$ cat src/rtl/pc_ctrl_if.sv
// pc_ctrl_if: control, target and status signals between the core FSM/ALU and pc_ctrl_unit.
interface pc_ctrl_if #(
    parameter int WIDTH = 32,
    parameter int HIST_DEPTH = 4
);
    localparam int HW = $clog2(HIST_DEPTH);
    logic             pc_write;
    logic             pc_write_cond;
    logic             branch_ne;
    logic             alu_zero;
    logic [1:0]       pc_src;
    logic [WIDTH-1:0] br_target;
    logic [25:0]      j_index;
    logic [WIDTH-1:0] jr_addr;
    logic             exc_req;
    logic             eret;
    logic [HW-1:0]    hist_idx;
    logic [WIDTH-1:0] pc_out;
    logic [WIDTH-1:0] pc_plus4;
    logic [WIDTH-1:0] epc_out;
    logic             addr_err;
    logic             pc_changed;
    logic [WIDTH-1:0] hist_data;
    modport master (
        output pc_write, pc_write_cond, branch_ne, alu_zero, pc_src, br_target, j_index, jr_addr, exc_req, eret, hist_idx,
        input  pc_out, pc_plus4, epc_out, addr_err, pc_changed, hist_data
    );
    modport slave (
        input  pc_write, pc_write_cond, branch_ne, alu_zero, pc_src, br_target, j_index, jr_addr, exc_req, eret, hist_idx,
        output pc_out, pc_plus4, epc_out, addr_err, pc_changed, hist_data
    );
endinterface

$ cat src/rtl/pc_ctrl_unit.sv
// pc_ctrl_unit: multicycle MIPS PC with next-PC select, EPC capture, jr trap and optional PC_HIST_EN debug history.
module pc_ctrl_unit #(
    parameter int               WIDTH      = 32,
    parameter logic [WIDTH-1:0] RESET_VEC  = 32'h00400000,
    parameter logic [WIDTH-1:0] EXC_VEC    = 32'h80000180,
    parameter int               HIST_DEPTH = 4
) (
    input logic     clk,
    input logic     rst,
    pc_ctrl_if.slave bus
);
    localparam int HW = $clog2(HIST_DEPTH);
    logic [WIDTH-1:0] pc_q, pc_d, epc_q, epc_d, pc_plus4, jump_tgt, src_tgt;
    logic             addr_err_q, addr_err_d, pc_changed_q, pc_changed_d;
    logic             take, jr_bad, trap, upd;
    always_comb begin
        pc_plus4     = pc_q + WIDTH'(4);
        jump_tgt     = (pc_plus4 & ~WIDTH'(28'hFFFFFFF)) | WIDTH'({bus.j_index, 2'b00});
        take         = bus.pc_write | (bus.pc_write_cond & (bus.alu_zero ^ bus.branch_ne));
        jr_bad       = take & (bus.pc_src == 2'd3) & (bus.jr_addr[1:0] != 2'b00);
        trap         = bus.exc_req | jr_bad;
        upd          = trap | bus.eret | take;
        src_tgt      = bus.pc_src == 2'd0 ? pc_plus4 :
                       bus.pc_src == 2'd1 ? bus.br_target :
                       bus.pc_src == 2'd2 ? jump_tgt : bus.jr_addr;
        pc_d         = trap ? EXC_VEC : bus.eret ? epc_q : take ? src_tgt : pc_q;
        epc_d        = trap ? pc_q : epc_q;
        addr_err_d   = jr_bad & ~bus.exc_req;
        pc_changed_d = upd;
    end
    always_ff @(posedge clk or negedge rst) begin
        if (!rst) begin
            pc_q         <= RESET_VEC;
            epc_q        <= '0;
            addr_err_q   <= 1'b0;
            pc_changed_q <= 1'b0;
        end else begin
            pc_q         <= pc_d;
            epc_q        <= epc_d;
            addr_err_q   <= addr_err_d;
            pc_changed_q <= pc_changed_d;
        end
    end
    assign bus.pc_out     = pc_q;
    assign bus.pc_plus4   = pc_plus4;
    assign bus.epc_out    = epc_q;
    assign bus.addr_err   = addr_err_q;
    assign bus.pc_changed = pc_changed_q;
`ifdef PC_HIST_EN
    logic [WIDTH-1:0] hist_q [HIST_DEPTH];
    logic [WIDTH-1:0] hist_d [HIST_DEPTH];
    logic [HW-1:0]    wr_ptr_q, wr_ptr_d, rd_ptr;
    always_comb begin
        hist_d           = hist_q;
        hist_d[wr_ptr_q] = upd ? pc_q : hist_q[wr_ptr_q];
        wr_ptr_d         = upd ? wr_ptr_q + HW'(1) : wr_ptr_q;
        rd_ptr           = wr_ptr_q - HW'(1) - bus.hist_idx;
    end
    always_ff @(posedge clk or negedge rst) begin
        if (!rst) begin
            hist_q   <= '{default: '0};
            wr_ptr_q <= '0;
        end else begin
            hist_q   <= hist_d;
            wr_ptr_q <= wr_ptr_d;
        end
    end
    assign bus.hist_data = hist_q[rd_ptr];
`else
    logic unused_hist;
    assign unused_hist   = ^bus.hist_idx;
    assign bus.hist_data = '0;
`endif
endmodule

$ cat src/flat_wrapper.sv
// flat-port wrapper written by rule: the top's interface ports become plain ports
module pc_ctrl_unit_flat 
#(
    parameter int               WIDTH      = 32,
    parameter logic [WIDTH-1:0] RESET_VEC  = 32'h00400000,
    parameter logic [WIDTH-1:0] EXC_VEC    = 32'h80000180,
    parameter int               HIST_DEPTH = 4
)
  (clk, rst, bus_pc_write, bus_pc_write_cond, bus_branch_ne, bus_alu_zero, bus_pc_src, bus_br_target, bus_j_index, bus_jr_addr, bus_exc_req, bus_eret, bus_hist_idx, bus_pc_out, bus_pc_plus4, bus_epc_out, bus_addr_err, bus_pc_changed, bus_hist_data);
  pc_ctrl_if #(.WIDTH(WIDTH), .HIST_DEPTH(HIST_DEPTH)) bus_i ();
  input logic clk;
  input logic rst;
  input wire logic [$bits(bus_i.pc_write)-1:0] bus_pc_write;
  input wire logic [$bits(bus_i.pc_write_cond)-1:0] bus_pc_write_cond;
  input wire logic [$bits(bus_i.branch_ne)-1:0] bus_branch_ne;
  input wire logic [$bits(bus_i.alu_zero)-1:0] bus_alu_zero;
  input wire logic [$bits(bus_i.pc_src)-1:0] bus_pc_src;
  input wire logic [$bits(bus_i.br_target)-1:0] bus_br_target;
  input wire logic [$bits(bus_i.j_index)-1:0] bus_j_index;
  input wire logic [$bits(bus_i.jr_addr)-1:0] bus_jr_addr;
  input wire logic [$bits(bus_i.exc_req)-1:0] bus_exc_req;
  input wire logic [$bits(bus_i.eret)-1:0] bus_eret;
  input wire logic [$bits(bus_i.hist_idx)-1:0] bus_hist_idx;
  output wire logic [$bits(bus_i.pc_out)-1:0] bus_pc_out;
  output wire logic [$bits(bus_i.pc_plus4)-1:0] bus_pc_plus4;
  output wire logic [$bits(bus_i.epc_out)-1:0] bus_epc_out;
  output wire logic [$bits(bus_i.addr_err)-1:0] bus_addr_err;
  output wire logic [$bits(bus_i.pc_changed)-1:0] bus_pc_changed;
  output wire logic [$bits(bus_i.hist_data)-1:0] bus_hist_data;
  assign bus_i.pc_write = bus_pc_write;
  assign bus_i.pc_write_cond = bus_pc_write_cond;
  assign bus_i.branch_ne = bus_branch_ne;
  assign bus_i.alu_zero = bus_alu_zero;
  assign bus_i.pc_src = bus_pc_src;
  assign bus_i.br_target = bus_br_target;
  assign bus_i.j_index = bus_j_index;
  assign bus_i.jr_addr = bus_jr_addr;
  assign bus_i.exc_req = bus_exc_req;
  assign bus_i.eret = bus_eret;
  assign bus_i.hist_idx = bus_hist_idx;
  assign bus_pc_out = bus_i.pc_out;
  assign bus_pc_plus4 = bus_i.pc_plus4;
  assign bus_epc_out = bus_i.epc_out;
  assign bus_addr_err = bus_i.addr_err;
  assign bus_pc_changed = bus_i.pc_changed;
  assign bus_hist_data = bus_i.hist_data;
  pc_ctrl_unit #(.WIDTH(WIDTH), .RESET_VEC(RESET_VEC), .EXC_VEC(EXC_VEC), .HIST_DEPTH(HIST_DEPTH)) u_core (.clk(clk), .rst(rst), .bus(bus_i));
endmodule
$ cat config.mk
export PLATFORM = sky130hd
export DESIGN_NAME = pc_ctrl_unit_flat
export DESIGN_NICKNAME = d
export VERILOG_FILES = /design/src/rtl/pc_ctrl_if.sv /design/src/rtl/pc_ctrl_unit.sv /design/src/flat_wrapper.sv
export SDC_FILE = /design/constraint.sdc
export NUM_CORES = 1
export LEC_CHECK = 0
export ABC_AREA = 1
export CORE_MARGIN = 3
export CORE_UTILIZATION = 43
export DETAILED_ROUTE_END_ITERATION = 10
export HOLD_SLACK_MARGIN = 0.15
export PLACE_DENSITY = 0.83
export REMOVE_ABC_BUFFERS = 1
export SLEW_MARGIN = 20
export SYNTH_ARGS = -nofsm -noshare
export SYNTH_HDL_FRONTEND = slang
export SYNTH_SLANG_ARGS = --single-unit
$ cat constraint.sdc
create_clock -name clk -period 1.76 [get_ports clk]
set_input_delay 0.264 -clock clk [delete_from_list [all_inputs] [get_ports clk]]
set_output_delay 0.264 -clock clk [all_outputs]
set_load 0.1 [all_outputs]
==> impl_results.md <==
- Ant diodes: 0
- GRT busiest layer: met2
- Int Power: 4.61 mW
- Met2 usage: 66.7%
- Residual DRC count: 13
- Max-cap viol count: 0
- Critical path's slowest cell: dfrtp_2
- I/O Pins: 232
- Worst setup SP type: flop
- Chip Height: 114 um
- PnR worst setup slack: -0.763 ns
- Fin crit share: 143%
- Worst R2R Path Depth: 12
- 1st-pass router iterations: 11
- Via density: 6.66
- Final worst path period need: 2.52 ns
- Starting Density: a little under half
- Largest net degree at the start of global routing: 67
- Grt met3 use: between 10% and 20%
- Req. time, crit path: roughly 1.5 ns
- Run status: finished with violations
- DRT iter0 DRCs: 1792
- Reg power frac: between 20% and 30%
- Net Sw Frac: 49.6%
- Gr usage total: 40.8%
- Total wire length: between 30000 and 40000 um
- I/O Buffers: around 200
- Final Max Tran Viols: 0
- Register clock-pin slew on the reported worst setup and hold paths: 0.06 ns
- Clock Latency Late Sink: 0.35 ns
- Register area share after synthesis: 32.8%
- Site Rows: 38
- M1 GR Usage: 46.2%
- Synth Area per Inst: around 6.2 um2
- Worst R2R Start: u_core.bus.pc_out[20]$_DFFE_PN0P_
- Max Clock Freq: ~400 MHz
- R2R Setup Slk: -0.50 ns
- Peak supply drop: 693 uV
- Initial antenna violation count: 1
- Worst Path Arrival: 2.26 ns
- Total negative slack: -19.18 ns
- Antenna Nets Post-Route: 0
- CTS Buffer Depth: 2
- R2r endpoint: u_core.bus.pc_out[22]$_DFFE_PN1P_
- P_leak: 4.96 nW
- Num CTS Buffers: 9
- Comb pwr share: 57.1%
- Vias: 8509
- Nets: 1237
- Multi-input combinational cell area: 3590 um2
- DR WL/cell: 28.0 um
- Syn. warnings: 0
- RSZ-0062 raised after global routing: true
- Die area: 13100 um2
- First-pass GRT wire length: between 40000 and 50000 um
- Sequential cell area: between 1500 and 2000 um2
- Vias in the first global route: 7750
- Sw Pwr: 4.53 mW
- Kind of critical path: reg2out
- CP max FO: 5
- Min-Delay Path Class: in2async
- Endpoint type of the worst setup path: output port
- Gr ovfl total: 0
- Share of post-route cells with drive strength above 1: 39.9%
- Worst path max stage delay: ~0.44 ns
- Max H-tree Level: 3
- Final setup violation count: 57
- Setup slack at placement: -0.414 ns
- Gate Count Post-Synth: 810
- Seq cells post-synth: 66
- Area delta synth->final: 106%
- HPWL Detailed: 16300 um
- Cell variety after synth: 30
- Post-Syn Area: 5050 um2
- Clk pwr share: between 20% and 30%
- Critical path endpoint: bus_pc_plus4[19]
- Total core area: 11200 um2
- Cell chain of the critical path: nand2_4, nor2_4, nand2_2, nor2_4, nand2_1, nand2_1, and2_4, buf_12
- Final clock skew: between 0.004 and 0.005 ns
- CTS tree: built
- Fillers: 343
- Power per cell area: 880 nW/um2
- Die width: 114 um
- CTS sink count: between 60 and 70
- Worst setup path start: u_core.bus.pc_out[7]$_DFFE_PN0P_
- CTS root buf: clkbuf_16
- Final Hold Viols: 0
- Failing checks: design-rule violations, negative setup slack
- Placer Congestion: 0.967
-- power by group through the flow --
stage          Combinational (mW)  Sequential, mW  Clock, mW
3_3_place_gp                 4.54            1.91          0
4_1_cts                      4.75            1.90       1.83
2_1_floorplan                1.39            3.12          0
5_1_grt                      5.28            1.99       1.93
3_5_place_dp                 4.60            1.91          0
6_report                     5.21            1.98       1.94
-- routing by layer --
layer	routed length (um)	vias up	part of all wire (%)
met5	41	-	0.11
met4	4130	2	12
met3	5890	464	16
met2	14900	1125	42
met1	10800	3777	30
li1	-	3141	-
-- metrics by stage --
| stage | std cells | utilization [%] | instance area, um2 | hold slack (ns) | power (mW) |
|---|---|---|---|---|---|
| 6_report | 1277 | 93.0 | 10400 | 0.477 | 9.14 |
| 5_1_grt | 1277 | 93.0 | 10400 | 0.538 | 9.20 |
| 4_1_cts | 1250 | 85.8 | 9590 | 0.526 | 8.48 |
| 3_5_place_dp | 1220 | 79.0 | 8830 | 0.315 | 6.51 |
| 3_3_place_gp | 1220 | 79.0 | 8830 | 0.308 | 6.44 |
| 2_1_floorplan | 772 | - | 4710 | -0.0316 | 4.51 |
-- final cells by class --
type,instances,share of cell area [%]
clock buffer,11,2.43
clock inverter,3,0.385
inverter,66,2.48
multi-input combinational,640,34.5
sequential,66,16.1
tap,140,1.69
timing repair buffer,351,42.4
-- critical path: cells and delay by family, from the launching register on --
| family | cells | cell delay (ns) |
|---|---|---|
| simple gates | 7 | 1.29 |
| flops | 1 | 0.44 |
| buf+inv | 1 | 0.17 |
-- flip-flops by register name (all words and copies together) (netlist names) --
name                   flops
u_core.bus.pc_changed      1
u_core.bus.pc_out         32
u_core.bus.addr_err        1
u_core.bus.epc_out        32
-- kinds of logic after synthesis --
| kind of cell | after synthesis | synth area share [%] |
|---|---|---|
| other cells | 1 | 0.0743 |
| simple gates | 491 | 39.8 |
| xor+xnor | 7 | 1.22 |
| compound gates | 109 | 12.1 |
| buf+inv | 135 | 13.9 |
| flops | 66 | 32.8 |
| fa+ha+maj | 1 | 0.248 |
-- how the worst min path moves through the flow --
stage	from	depth (start not counted)	end	slack [ns]
final	rst	3	u_core.bus.epc_out[20]$_DFFE_PN0N_	0.48
after global placement	rst	2	u_core.bus.epc_out[20]$_DFFE_PN0N_	0.31
after global routing	rst	3	u_core.bus.epc_out[20]$_DFFE_PN0N_	0.54
after floorplan	rst	0	u_core.bus.addr_err$_DFF_PN0_	-0.03
after CTS	rst	3	u_core.bus.epc_out[27]$_DFFE_PN0N_	0.53
after detailed placement	rst	2	u_core.bus.epc_out[20]$_DFFE_PN0N_	0.32
-- synth_stat cells (all sizes together) --
cell type,number,share of area [%]
a221oi,3,0.52
o22ai,1,0.12
and2,11,1.4
nand3,75,7.4
clkbuf,11,0.82
nand2,307,23
o221a,1,0.22
o21ai,66,6.6
nor2,95,7.4
ha,1,0.25
a31oi,4,0.50
xor2,7,1.2
inv,66,4.9
dfrtp,65,32
a21oi,24,2.6
conb,1,0.074
nand4,3,0.37
o211ai,10,1.5
buf,58,8.1
dfstp,1,0.52
-- cell usage in the layout (no fill, tap or decap), drive strengths merged, types with 2 or more instances in the layout --
master         synthesis  final
a221oi                 3      3
xor2                   7      7
dlymetal6s2s           0      2
nor2                  95     95
clkinv                 0      2
nand2                307    307
and2                  11     11
nand4                  3      3
clkdlybuf4s50          0     95
inv                   66     66
a21oi                 24     24
o21ai                 66     66
clkbuf                11     13
buf                   58    250
o211ai                10     10
dfrtp                 65     65
a31oi                  4      4
nand3                 75     75
conb                   1     32
-- timing repair --
item,CTS,global route
hold buffers,1,0
hold endpoints to repair,65,0
cloned,0,2
resized for setup,112,163
endpoints found under the setup margin,47,57
pin swaps,32,75
setup buffers,15,33
Note: power is estimated with default switching activity, not from simulation.
